File: config.mk
export PLATFORM = sky130hd
export DESIGN_NAME = alu_serial_sequencer
export DESIGN_NICKNAME = d
export VERILOG_FILES = /design/src/rtl/alu_serial_sequencer.sv
export SDC_FILE = /design/constraint.sdc
export NUM_CORES = 1
export LEC_CHECK = 0
export BUFFER_PORTS_ARGS = -buffer_cell sky130_fd_sc_hd__buf_2
export CORE_UTILIZATION = 56
export CTS_CLUSTER_SIZE = 12
export DETAILED_ROUTE_END_ITERATION = 8
export GPL_ROUTABILITY_DRIVEN = 1
export PLACE_DENSITY = 0.78
export SLEW_MARGIN = 20
export SYNTH_ARGS = -nofsm -noshare
export SYNTH_HDL_FRONTEND = slang
export SYNTH_SLANG_ARGS = --single-unit
File: constraint.sdc
create_clock -name clk -period 5.5 [get_ports clk]
set_clock_uncertainty 0.05 [all_clocks]
set_input_delay 0.55 -clock clk [delete_from_list [all_inputs] [get_ports clk]]
set_output_delay 0.55 -clock clk [all_outputs]
set_load 0.005 [all_outputs]
File: src/rtl/alu_serial_sequencer.sv
// Bit-serial WIDTH-bit ALU sequencer: drives one external 1-bit ALU slice LSB first,
// chains carry through a flop and hands back result plus flags over valid/ready.
module alu_serial_sequencer #(
  parameter int unsigned WIDTH = 32
) (
  input  logic             clk,
  input  logic             reset,
  input  logic             in_valid,
  output logic             in_ready,
  input  logic [WIDTH-1:0] in_a,
  input  logic [WIDTH-1:0] in_b,
  input  logic [3:0]       in_ctl,
  output logic             out_valid,
  input  logic             out_ready,
  output logic [WIDTH-1:0] out_result,
  output logic             out_zero,
  output logic             out_carry,
  output logic             out_overflow,
  output logic             out_illegal,
  output logic             slice_a,
  output logic             slice_b,
  output logic             slice_cin,
  output logic             slice_ainvert,
  output logic             slice_bnegate,
  output logic [2:0]       slice_op,
  input  logic             slice_result,
  input  logic             slice_cout
);

  localparam int unsigned IdxW = (WIDTH > 1) ? $clog2(WIDTH) : 1;
  localparam logic [IdxW-1:0] LastIdx = IdxW'(WIDTH - 1);

  typedef enum logic [1:0] {StIdle, StRun, StDone} state_e;

  state_e           state_q, state_d;
  logic [WIDTH-1:0] a_q, a_d, b_q, b_d, res_q, res_d, result_q, result_d;
  logic [IdxW-1:0]  bit_idx_q, bit_idx_d;
  logic [2:0]       op_q, op_d;
  logic ainv_q, ainv_d, bneg_q, bneg_d, arith_q, arith_d, slt_q, slt_d, ill_q, ill_d;
  logic carry_q, carry_d, zero_q, zero_d, cflag_q, cflag_d, ovf_q, ovf_d;

  logic             dec_ainv, dec_bneg, dec_arith, dec_slt, dec_ill;
  logic [2:0]       dec_op;
  logic             last_bit;
  logic [WIDTH-1:0] res_bits, fin_result;
  logic             fin_ovf;

  assign last_bit = (bit_idx_q == LastIdx);

  // Illegal codes decode as a plain AND so the slice still sees a defined op.
  always_comb begin
    dec_ainv  = 1'b0;
    dec_bneg  = 1'b0;
    dec_op    = 3'b000;
    dec_arith = 1'b0;
    dec_slt   = 1'b0;
    dec_ill   = 1'b0;
    unique case (in_ctl)
      4'b0000: begin end
      4'b0001: dec_op = 3'b001;
      4'b0010: begin dec_op = 3'b010; dec_arith = 1'b1; end
      4'b0110: begin dec_op = 3'b010; dec_arith = 1'b1; dec_bneg = 1'b1; end
      4'b0111: begin dec_op = 3'b010; dec_arith = 1'b1; dec_bneg = 1'b1; dec_slt = 1'b1; end
      4'b1100: begin dec_ainv = 1'b1; dec_bneg = 1'b1; end
      default: dec_ill = 1'b1;
    endcase
  end

  always_ff @(posedge clk or posedge reset) begin
    if (reset) state_q <= StIdle;
    else       state_q <= state_d;
  end

  always_comb begin
    state_d = state_q;
    unique case (state_q)
      StIdle:  if (in_valid)  state_d = StRun;
      StRun:   if (last_bit)  state_d = StDone;
      StDone:  if (out_ready) state_d = StIdle;
      default: state_d = StIdle;
    endcase
  end

  always_comb begin
    in_ready      = 1'b0;
    out_valid     = 1'b0;
    slice_a       = 1'b0;
    slice_b       = 1'b0;
    slice_cin     = 1'b0;
    slice_ainvert = 1'b0;
    slice_bnegate = 1'b0;
    slice_op      = 3'b000;
    unique case (state_q)
      StIdle: in_ready = 1'b1;
      StRun: begin
        slice_a       = a_q[bit_idx_q];
        slice_b       = b_q[bit_idx_q];
        slice_cin     = carry_q;
        slice_ainvert = ainv_q;
        slice_bnegate = bneg_q;
        slice_op      = op_q;
      end
      StDone: out_valid = 1'b1;
      default: begin end
    endcase
  end

  // On the MSB edge carry_q is still the MSB carry-in, so overflow is cin ^ cout there.
  always_comb begin
    res_bits            = res_q;
    res_bits[bit_idx_q] = slice_result;
    fin_ovf             = arith_q & (carry_q ^ slice_cout);
    fin_result          = res_bits;
    if (ill_q) begin
      fin_result = '0;
    end else if (slt_q) begin
      fin_result    = '0;
      fin_result[0] = res_bits[WIDTH-1] ^ fin_ovf;
    end
  end

  always_comb begin
    a_d = a_q;  b_d = b_q;  op_d = op_q;
    ainv_d = ainv_q;  bneg_d = bneg_q;  arith_d = arith_q;  slt_d = slt_q;  ill_d = ill_q;
    bit_idx_d = bit_idx_q;  carry_d = carry_q;  res_d = res_q;
    result_d = result_q;  zero_d = zero_q;  cflag_d = cflag_q;  ovf_d = ovf_q;
    if (state_q == StIdle && in_valid) begin
      a_d = in_a;  b_d = in_b;  op_d = dec_op;
      ainv_d = dec_ainv;  bneg_d = dec_bneg;  arith_d = dec_arith;
      slt_d = dec_slt;  ill_d = dec_ill;
      bit_idx_d = '0;  carry_d = dec_bneg;  res_d = '0;
    end else if (state_q == StRun) begin
      res_d   = res_bits;
      carry_d = slice_cout;
      if (!last_bit) begin
        bit_idx_d = bit_idx_q + 1'b1;
      end else begin
        result_d = fin_result;
        zero_d   = (fin_result == '0);
        cflag_d  = arith_q & slice_cout;
        ovf_d    = fin_ovf;
      end
    end
  end

  always_ff @(posedge clk or posedge reset) begin
    if (reset) begin
      a_q <= '0;  b_q <= '0;  op_q <= '0;
      ainv_q <= 1'b0;  bneg_q <= 1'b0;  arith_q <= 1'b0;  slt_q <= 1'b0;  ill_q <= 1'b0;
      bit_idx_q <= '0;  carry_q <= 1'b0;  res_q <= '0;
      result_q <= '0;  zero_q <= 1'b0;  cflag_q <= 1'b0;  ovf_q <= 1'b0;
    end else begin
      a_q <= a_d;  b_q <= b_d;  op_q <= op_d;
      ainv_q <= ainv_d;  bneg_q <= bneg_d;  arith_q <= arith_d;  slt_q <= slt_d;  ill_q <= ill_d;
      bit_idx_q <= bit_idx_d;  carry_q <= carry_d;  res_q <= res_d;
      result_q <= result_d;  zero_q <= zero_d;  cflag_q <= cflag_d;  ovf_q <= ovf_d;
    end
  end

  assign out_result   = result_q;
  assign out_zero     = zero_q;
  assign out_carry    = cflag_q;
  assign out_overflow = ovf_q;
  assign out_illegal  = ill_q;

endmodule

# After elaboration in Yosys (flattened, before gate mapping)

Cells that the tools add are included.

Bits in registers: 147
Input bits: 74
Output and inout bits: 46
Logic and storage cells: 82

$add $sub $neg: 1
Magnitude comparators: 2
Equality and inequality tests: 12
Mux-type cells: 34
Bitwise operators: 5
Reduce and logical (&&, ||, !) cells: 12

Operators with widths:

| cell                | number |
|---|---|
| $mux 32             | 4 |
| $bwmux 32           | 1 |
| $logic_not 32->1    | 1 |
| $mux 1              | 17 |
| $mux 5              | 3 |
| $bmux 1 s5          | 2 |
| $eq 4x3->1 const B  | 2 |
| $lt 5x6->1 const B  | 1 |
| $mux 2              | 3 |
| $ne 2x2->1 const B  | 3 |
| $pmux 2 s3          | 1 |
| $reduce_and 3->1    | 2 |
| $reduce_or 3->1     | 2 |
| $reduce_or 6->1     | 1 |
| $add 5x1->5 const B | 1 |
| $demux 1 s5         | 1 |
| $eq 5x5->1 const B  | 1 |
| $ge 5x1->1 const B  | 1 |
| $eq 4x1->1 const B  | 1 |
| $eq 4x2->1 const B  | 1 |
| $eq 4x4->1 const B  | 1 |
| $logic_not 4->1     | 1 |
| $pmux 2 s2          | 1 |
| $mux 3              | 1 |
| 10 further kinds    | 13 |

# Longest topological paths before layout

Gate-level depths: netlist (run 1).

Word-level depth: 9
Mapped depth: 10
Mapped depth without buffers: 8

# Least setup slack after synthesis (run 1)

Ideal clock, no wire load.

Path type: flip-flop to flip-flop
From: register bit_idx_q[1]
To: register zero_q, in the netlist out_zero
Setup time: 68 ps
Arrival: 2823 ps
Required time: 5382 ps
Slack: 2560 ps
Stages on the path, launching flop included: 11
Path buffers: 2
Period minus slack after synthesis: 2940 ps
Cell sequence: dfrtp_1 -> clkbuf_1 -> clkbuf_1 -> inv_1 -> ha_1 -> and4bb_2 -> mux2i_1 -> nand4_1 -> or4_1 -> o32ai_1 -> a32o_1

Word-level cells in the longest chain between the ends: 9
Elaborated cells between the ends (all ways): 12
Those cells by class: order compare: 2; eq/ne: 1; mux: 5; bitwise: 1; reduce/logical: 3

Ends and longest elaborated chain:

| item                                                           | RTL line | text |
|---|---|---|
| start: declaration                                             | 37       | `logic [IdxW-1:0] bit_idx_q, bit_idx_d;` |
| start signal: assignment                                       | 155      | `bit_idx_q <= bit_idx_d; carry_q <= carry_d; res_q <= res_d;` |
| $lt 5x6->1 (not written as such) or $ge 5x1->1 (tied branches) | 111      | `res_bits[bit_idx_q] = slice_result;` |
| $logic_and 1x1->1 (not written as such)                        | 111      |  |
| $mux 1 (not written as such)                                   | 111      |  |
| $demux 1 s5                                                    | 111      |  |
| $bwmux 32                                                      | 111      |  |
| $xor 1x1->1                                                    | 118      | `fin_result[0] = res_bits[WIDTH-1] ^ fin_ovf;` |
| $mux 32                                                        | 116      | `end else if (slt_q) begin` |
| $mux 32                                                        | 114      | `if (ill_q) begin` |
| $logic_not 32->1                                               | 139      | `zero_d = (fin_result == '0);` |
| end signal: assignment                                         | 156      | `result_q <= result_d; zero_q <= zero_d; cflag_q <= cflag_d; ovf_q <= ovf_d;` |
| end: declaration                                               | 40       | `logic carry_q, carry_d, zero_q, zero_d, cflag_q, cflag_d, ovf_q, ovf_d;` |

Several ways; a longest one is shown, not always the timed one.
A chain may end at the register's enable or synchronous reset.

# Worst setup path in the final report (run 1)

Ends and elaborated chain as after synthesis.

==> run summary, run 1 <==
The total area inside the core boundary comes to about 0.012 mm^2. The flip-flop and latch count after synthesis is 146. The post-synthesis cell type count is 37. STA puts the critical path data arrival time at roughly 3.7 ns.

The final layout contains ~870 nets. The number of setup violations in the final report came out at 0. The worst path setup slack after routing came out at 2.09 ns. The number of antenna violations at the first check in global routing came out at 0. The HPWL after detailed placement came out at 9670 um. The final number of max-transition violations was 0. The relative slew slack came out at 0.269. The overall routing resource usage came out at 0.265. At the placement stage, the worst setup path has a slack of about 2.2 ns. The post-detailed-routing wire length is around 16000 um. The synthesized netlist occupies a cell area of approximately 0.007 mm^2.

For this design the ratio of total power to cell area is ~570 mW/mm^2. During I/O placement, the number of pins put on the boundary was 120. The class of the worst hold path is in2async. In this run the horizontal extent of the chip is approximately 110 um.

The final weighted congestion in routability-driven placement came out at 0.778. After clock tree synthesis, the clock-pin slew on the worst setup and hold paths is roughly 0.06 ns. By startpoint and endpoint, the worst setup path is classified as reg2reg. The standby leakage power came out at 3.95 nW. The H-tree generated during clock tree synthesis spans 4 levels. In the layout the commonest cells are nand2_1, dfrtp_1, buf_2. The actual transition at the worst max-transition pin came out at between 1 and 1.5 ns. STA classifies the critical path endpoint as a flip-flop. The area added between synthesis and finish is 17.1%. Clock tree synthesis selected as its root buffer the cell clkbuf_16. The required time of the critical path came out at 5.80 ns. The number of gates resized after cts came out at 0. The total via count after detailed routing is around 5400.

The via density per instance came out at approximately 5.7. The number of global-route vias before repair came to ~5300. The count of buffers inserted at the top-level ports is roughly 120. The total instance count after detailed placement is 910.

The number of nets still failing antenna checks after routing came out at 0. The DRC violation count after routing came out at 0. The total of hold buffers inserted after clock tree synthesis came out at 0. The detailed router finished its first iteration with around 430 violations. The full die area came out at approximately 0.013 mm^2. For this run the aggregate overflow at the end of global routing stands at 0. The number of nets handed over by synthesis was 777. The leading cell type in the layout, fill and taps excluded is nand2_1. The worst IR drop on VDD came out at between 0.0002 and 0.0003 V. The final cell count without fillers came out at 939. For this run, the top clock speed supported by timing is 293 MHz. The number of warnings issued by yosys is 0. The first detailed-routing pass ran for 5 iterations.

The mean area per synthesized cell came out at between 9 and 10 um^2. The number of buffers added by the clock tree synthesis step is 17. Setup repair after global routing left no endpoint under its margin. The maximum clock path buffer count is 2. The post-CTS setup repair buffer count came out at 0. The total number of placement rows is 39. TritonCTS built the clock tree. Of the synthesized area, sequential elements account for 0.535.

The final routed wire length divided by cell count is approximately 17 um. The run finished with clean final reports. The filler cell count in the final layout came out at a little over 900. The total power of the final layout is about 0.0046 W. The clock net in this run drives a total of about 150 sinks. The period utilization came out at 0.620. The share of cells above drive strength 1 is 0.222. The area after detailed placement came out at around 0.0074 mm^2.

Clock latency on the worst-skew pair, taken at its later pin, is about 0.42 ns. The final instance area is roughly 0.0080 mm^2. Entering global routing, the biggest net connects ~110 pins. Of all nets on the critical path, the largest fanout is 20.

The hold violation total from the final report came out at 0. The starting density of the core came out at 0.585. The worst setup path is launched from a flip-flop. The first global-routing pass estimated 26100 um of wire. The synthesized netlist cell count came out at about 700.

0 antenna diodes ended up in the layout. After routing, the total negative slack on setup checks comes to 0 ns. The post-layout minimum cycle time is 3.41 ns.

Max-cap violations in this run came to 0. The die is ~110 um tall.
-- cells in the mapped netlist (all sizes together) --
cell type / instances / area share
nor2b: 2 / 0.0018
buf: 16 / 0.016
o211ai: 2 / 0.0022
and3: 1 / 0.00092
o32ai: 1 / 0.0013
o41ai: 1 / 0.0013
nand4b: 13 / 0.017
a21oi: 1 / 0.00073
o21ai: 73 / 0.054
mux2: 1 / 0.0016
and2: 6 / 0.0055
nor3b: 1 / 0.0011
conb: 1 / 0.00055
a22o: 1 / 0.0013
nor4b: 4 / 0.0051
a32o: 1 / 0.0015
nand2: 245 / 0.13
xor2: 4 / 0.0051
nand4: 12 / 0.011
mux4: 20 / 0.066
nand2b: 3 / 0.0028
nor3: 4 / 0.0029
dfrtp: 146 / 0.54
and4bb: 1 / 0.0018
inv: 6 / 0.0033
nor4bb: 8 / 0.012
a31oi: 1 / 0.00092
mux2i: 35 / 0.051
nor2: 9 / 0.0049
or4: 1 / 0.0011
ha: 5 / 0.0092
clkbuf: 38 / 0.021
nand3: 35 / 0.026
-- kinds of logic (layout without fill, tap and decap cells) --
kind of cell               count (synthesis)  after routing  synth area share
xor gates and xnor gates                   4              4           0.00513
buffers and inverters                     60            158            0.0403
AOI/OAI and AO/OA                         81             81            0.0627
DFF                                      146            146             0.535
adders and majority gates                  5              5           0.00917
other                                      1              1          0.000549
and+or+nand+nor                          345            345             0.228
muxes                                     56             56             0.119
-- power by group --
group	internal [W]	switching [W]
combinational	0.000711	0.000787
sequential	0.00154	0.000366
clock	0.000739	0.000421
total	0.00299	0.00157
-- state kept, by name (all words and copies together) (netlist names), 2 cells and up --
| register | cells |
|---|---|
| b_q | 32 |
| op_q | 2 |
| res_q | 32 |
| state_q | 2 |
| a_q | 32 |
| bit_idx_q | 5 |
| out_result | 32 |
-- cell type report --
cell class,instances,area (um^2),area share
multi-input cells,492,2920,0.365
inverters,6,27.5,0.00344
clock inverters,6,105,0.0131
well taps,143,179,0.0224
flip-flops and latches,146,3660,0.457
repair buffers,123,628,0.0786
clock buffers,23,478,0.0598
-- worst max-delay path: stages (launching register included) --
cell	delay (ns)
dfrtp_1	0.73
inv_1	0.25
ha_1	0.40
nor4b_1	0.42
mux2i_1	0.35
nand4_1	0.15
or4_1	0.50
o32ai_1	0.29
a32o_1	0.19
-- per-layer routing --
| metal | global-route usage | wire length [um] |
|---|---|---|
| met1 | 0.360 | 6960 |
| met2 | 0.422 | 7680 |
| met3 | 0.0556 | 682 |
| met4 | 0.104 | 238 |
| met5 | 0 | 0 |
-- worst paths after layout --
kind,from,endpoint,slack [ns],cells after the start
max reg2reg,bit_idx_q[1],out_zero,2.09,8
min reg2reg,a_q[6],a_q[6],0.42,2
min,reset,b_q[5],0.24,2
max in group asynchronous,reset,res_q[20],3.99,3
min in group clk,in_b[18],b_q[18],0.27,3
max,bit_idx_q[1],out_zero,2.09,8
-- through the flow --
step	hold WS, ns	utilization
6_report	0.244	0.686
5_1_grt	0.273	0.686
4_1_cts	0.259	0.684
3_5_place_dp	0.407	0.634
3_3_place_gp	0.403	0.634
2_1_floorplan	0.385	-
Power figures use the tool's default switching activity.
==> run 2, diff against run 1 <==
--- a/config.mk
+++ b/config.mk
@@ -6,11 +6,11 @@
 export NUM_CORES = 1
 export LEC_CHECK = 0
 export BUFFER_PORTS_ARGS = -buffer_cell sky130_fd_sc_hd__buf_2
-export CORE_UTILIZATION = 56
+export CORE_UTILIZATION = 51
 export CTS_CLUSTER_SIZE = 12
 export DETAILED_ROUTE_END_ITERATION = 8
 export GPL_ROUTABILITY_DRIVEN = 1
-export PLACE_DENSITY = 0.78
+export PLACE_DENSITY = 0.75
 export SLEW_MARGIN = 20
 export SYNTH_ARGS = -nofsm -noshare
 export SYNTH_HDL_FRONTEND = slang
==> constraint.sdc (replaced) <==
create_clock -name clk -period 3.1 [get_ports clk]
set_clock_uncertainty 0.05 [all_clocks]
set_input_delay 0.31 -clock clk [delete_from_list [all_inputs] [get_ports clk]]
set_output_delay 0.31 -clock clk [all_outputs]
set_load 0.005 [all_outputs]
==> run 2 against run 1 <==
  * First-iteration DRC count rose by 3.0%
  * Largest power group unchanged
  * Via count rose by 0.85%
  * Critical path type unchanged
  * Critical endpoint unchanged
  * Sequential share of layout area fell by 1.2 points
==> run summary, run 2 (same netlist as run 1, synthesis figures left out) <==
The total via count after detailed routing came to 5434 (+0.85%). The HPWL after detailed placement is 10700 um (+10%). The hold violation total from the final report came out at 0 (unchanged).

The sum of overflow across all layers after global routing came out at 0 (unchanged). The standby leakage power was 4.04 nW (+2.3%). The number of global-route vias before repair is 5470 (+2.5%). The max capacitance violation total came out at 0 (unchanged). The placeable core area is 0.0128 mm^2 (+10%). The post-detailed-routing wire length is 15900 um (+2.2%). The total number of clock tree sinks is 146 (unchanged). The via density per instance came out at 5.49 (-4.2%). In this run the critical register-to-register path is launched from bit_idx_q[0]. The first-pass GRT wire length came out at 26800 um (+2.7%). The starting density of the core was 0.532 (-0.0530). The post-CTS setup repair buffer count is 0 (unchanged). The top fanout value on the critical path is 8 (-60%). The ratio of total power to cell area is 998 mW/mm^2 (+75%). The utilization after layout came to 0.640 (-0.0455). The endpoint identified for the worst register-to-register timing path is out_zero. Compared with the post-synthesis result, the final layout area differs by 20.3%.

STA classifies the critical path endpoint as a flip-flop. The detailed router's first-iteration violation count is 440 (+3.0%). The final weighted congestion in routability-driven placement is 0.812 (+4.4%). The number of diodes is 0 (unchanged).

The maximum clock path buffer count came out at 2 (unchanged). The relative slew slack came to 0.504 (+0.236). The sequential cell fraction of total power came out at 0.402 (-0.015).

The final number of max-transition violations is 0 (unchanged). The overall routing resource usage is 0.245 (-0.0199). The total number of H-tree levels is 4 (unchanged).

The area after detailed placement is 0.00758 mm^2 (+2.4%). The worst IR drop on VDD came out at 0.000467 V (+58%). The power dissipated by switching net loads is 0.00283 W (+80%).

The clock slew at the register clock pins of the worst setup and hold paths is 0.06 ns (about the same). The post-layout minimum cycle time came out at 2.86 ns (-0.548 ns). The kind of start point of the critical path is a flip-flop. The full die area was 0.0138 mm^2 (+9.6%). The share of cells above drive strength 1 came out at 0.239 (+0.0163).

The data arrival time at the worst-slack endpoint came to 3.18 ns (-0.54 ns). The tightest min-delay check is of the in2reg type. The width of the die came out at 118 um (+4.7%). The DRC violation count after routing is 0 (unchanged). The critical path ends at out_zero. The largest net degree at the start of global routing was 63 (-41%).

The clock tree root driver cell is clkbuf_16. The number of setup violations in the final report is 0 (unchanged). Setup repair after global routing left no endpoint under its margin.

TritonCTS built the clock tree. The library cells used most frequently in the layout, excluding fill and tap cells, are nand2_1, dfrtp_1, buf_2. The most critical setup path has its startpoint at bit_idx_q[0]. The number of nets still failing antenna checks after routing is 0 (unchanged).

The die height came out at 118 um (+4.7%). The number of buffers added by the clock tree synthesis step is 17 (unchanged). The switching portion of total power came out at 0.346 (+0.000580). The filler cell count in the final layout came out at 1085 (+18%). The logic gate share of total power came out at 0.345 (+0.016). The cell count of the worst reg-to-reg path came to 8 (unchanged).

The number of antenna violations at the first check in global routing is 0 (unchanged). The final routed wire length divided by cell count came to 16.1 um (-2.9%). The setup TNS is 0 ns (unchanged).

The worst setup path is of the reg2reg kind. The length of the first detailed-routing pass in iterations is 4 (-1). The cell-internal power is 0.00536 W (+79%). Leaving out fill and tap cells, the most frequent cell in the layout is nand2_1. The required time of the critical path came to 3.42 ns (-2.38 ns).

The total number of placement rows is 41 (+5.1%). The number of ports placed on the die boundary came out at 120 (unchanged). The final instance area came to 0.00821 mm^2 (+2.7%). The period utilization came out at 0.924 (+0.304). The source-to-sink clock delay at the later pin of the worst-skew pair came out at 0.42 ns (about the same).

The clock group share of total power was 0.253 (about the same). The run finished with clean final reports. The count of buffers inserted at the top-level ports came to 118 (unchanged). The top achievable clock speed is 349 MHz (+19%). The number of nets in the final layout is 883 (+2.1%). The actual transition at the worst max-transition pin was 0.743 ns (-0.351 ns). The internal reg-to-reg setup slack came out at 0.24 ns (-1.85 ns).
[run 2: changes by cell type in the layout (fill, tap and decap cells not counted), sizes merged]
cell         delta
buf            +17
clkinv          -3
clkbuf          +2
dlygate4sd3     +1
inv             -1
bufinv          -1
clkinvlp        +6
[run 2: repair_timing]
action	4_1_cts	5_1_grt
hold buffers	0	1
gates resized for setup	0	0
hold endpoints to repair	0	17
[run 2: final cells by class]
type                            count  area [um^2]  area share
Sequential cell                   146         3650       0.445
Multi-Input combinational cell    492         2910       0.354
Timing Repair Buffer              141          803      0.0979
Clock buffer                       25          505      0.0616
Tap cell                          172          215      0.0262
Clock inverter                      7         97.6      0.0119
Inverter                            6         26.3     0.00320
[run 2: critical path: stages (launching register included)]
cell     delay [ns]
dfrtp_1        0.41
inv_1          0.09
ha_1           0.33
nor4b_1        0.37
mux2i_1        0.39
nand4_1        0.16
or4_1          0.52
o32ai_1        0.29
a32o_1         0.20
[run 2: worst min-delay path by stage]
| stage | start | to | cells after the start |
|---|---|---|---|
| 6_report | in_b[26] | b_q[26] | 3 |
| 5_1_grt | in_a[4] | a_q[4] | 3 |
| 4_1_cts | in_b[15] | b_q[15] | 3 |
| 3_5_place_dp | op_q[1] | op_q[1] | 2 |
| 3_3_place_gp | a_q[12] | a_q[12] | 2 |
| 2_1_floorplan | in_ctl[3] | op_q[0] | 1 |
[run 2: metrics by stage]
step / hold slack [ns] / instances / total power [W] / setup slack (ns)
2_1_floorplan: 0.357 / 698 / 0.00518 / 0.160
3_3_place_gp: 0.402 / 955 / 0.00601 / 0.369
3_5_place_dp: 0.405 / 955 / 0.00614 / 0.295
4_1_cts: 0.0113 / 987 / 0.00824 / 0.220
5_1_grt: 0.0206 / 989 / 0.00874 / 0.115
6_report: 0.0251 / 989 / 0.00819 / 0.236
[run 2: metal layers]
metal	global-route usage	wire length [um]	vias to the layer above
li1	-	-	2589
met2	0.408	8020	170
met4	0.0753	216	0
met3	0.0615	823	16
met5	0	0	-
met1	0.315	6850	2659
[run 2: power groups by stage]
stage	Clock (W)	Sequential, W	Combinational, W
2_1_floorplan	0	0.00309	0.00209
5_1_grt	0.00217	0.00340	0.00317
3_3_place_gp	0	0.00325	0.00275
6_report	0.00207	0.00329	0.00283
3_5_place_dp	0	0.00331	0.00283
4_1_cts	0.00210	0.00329	0.00285
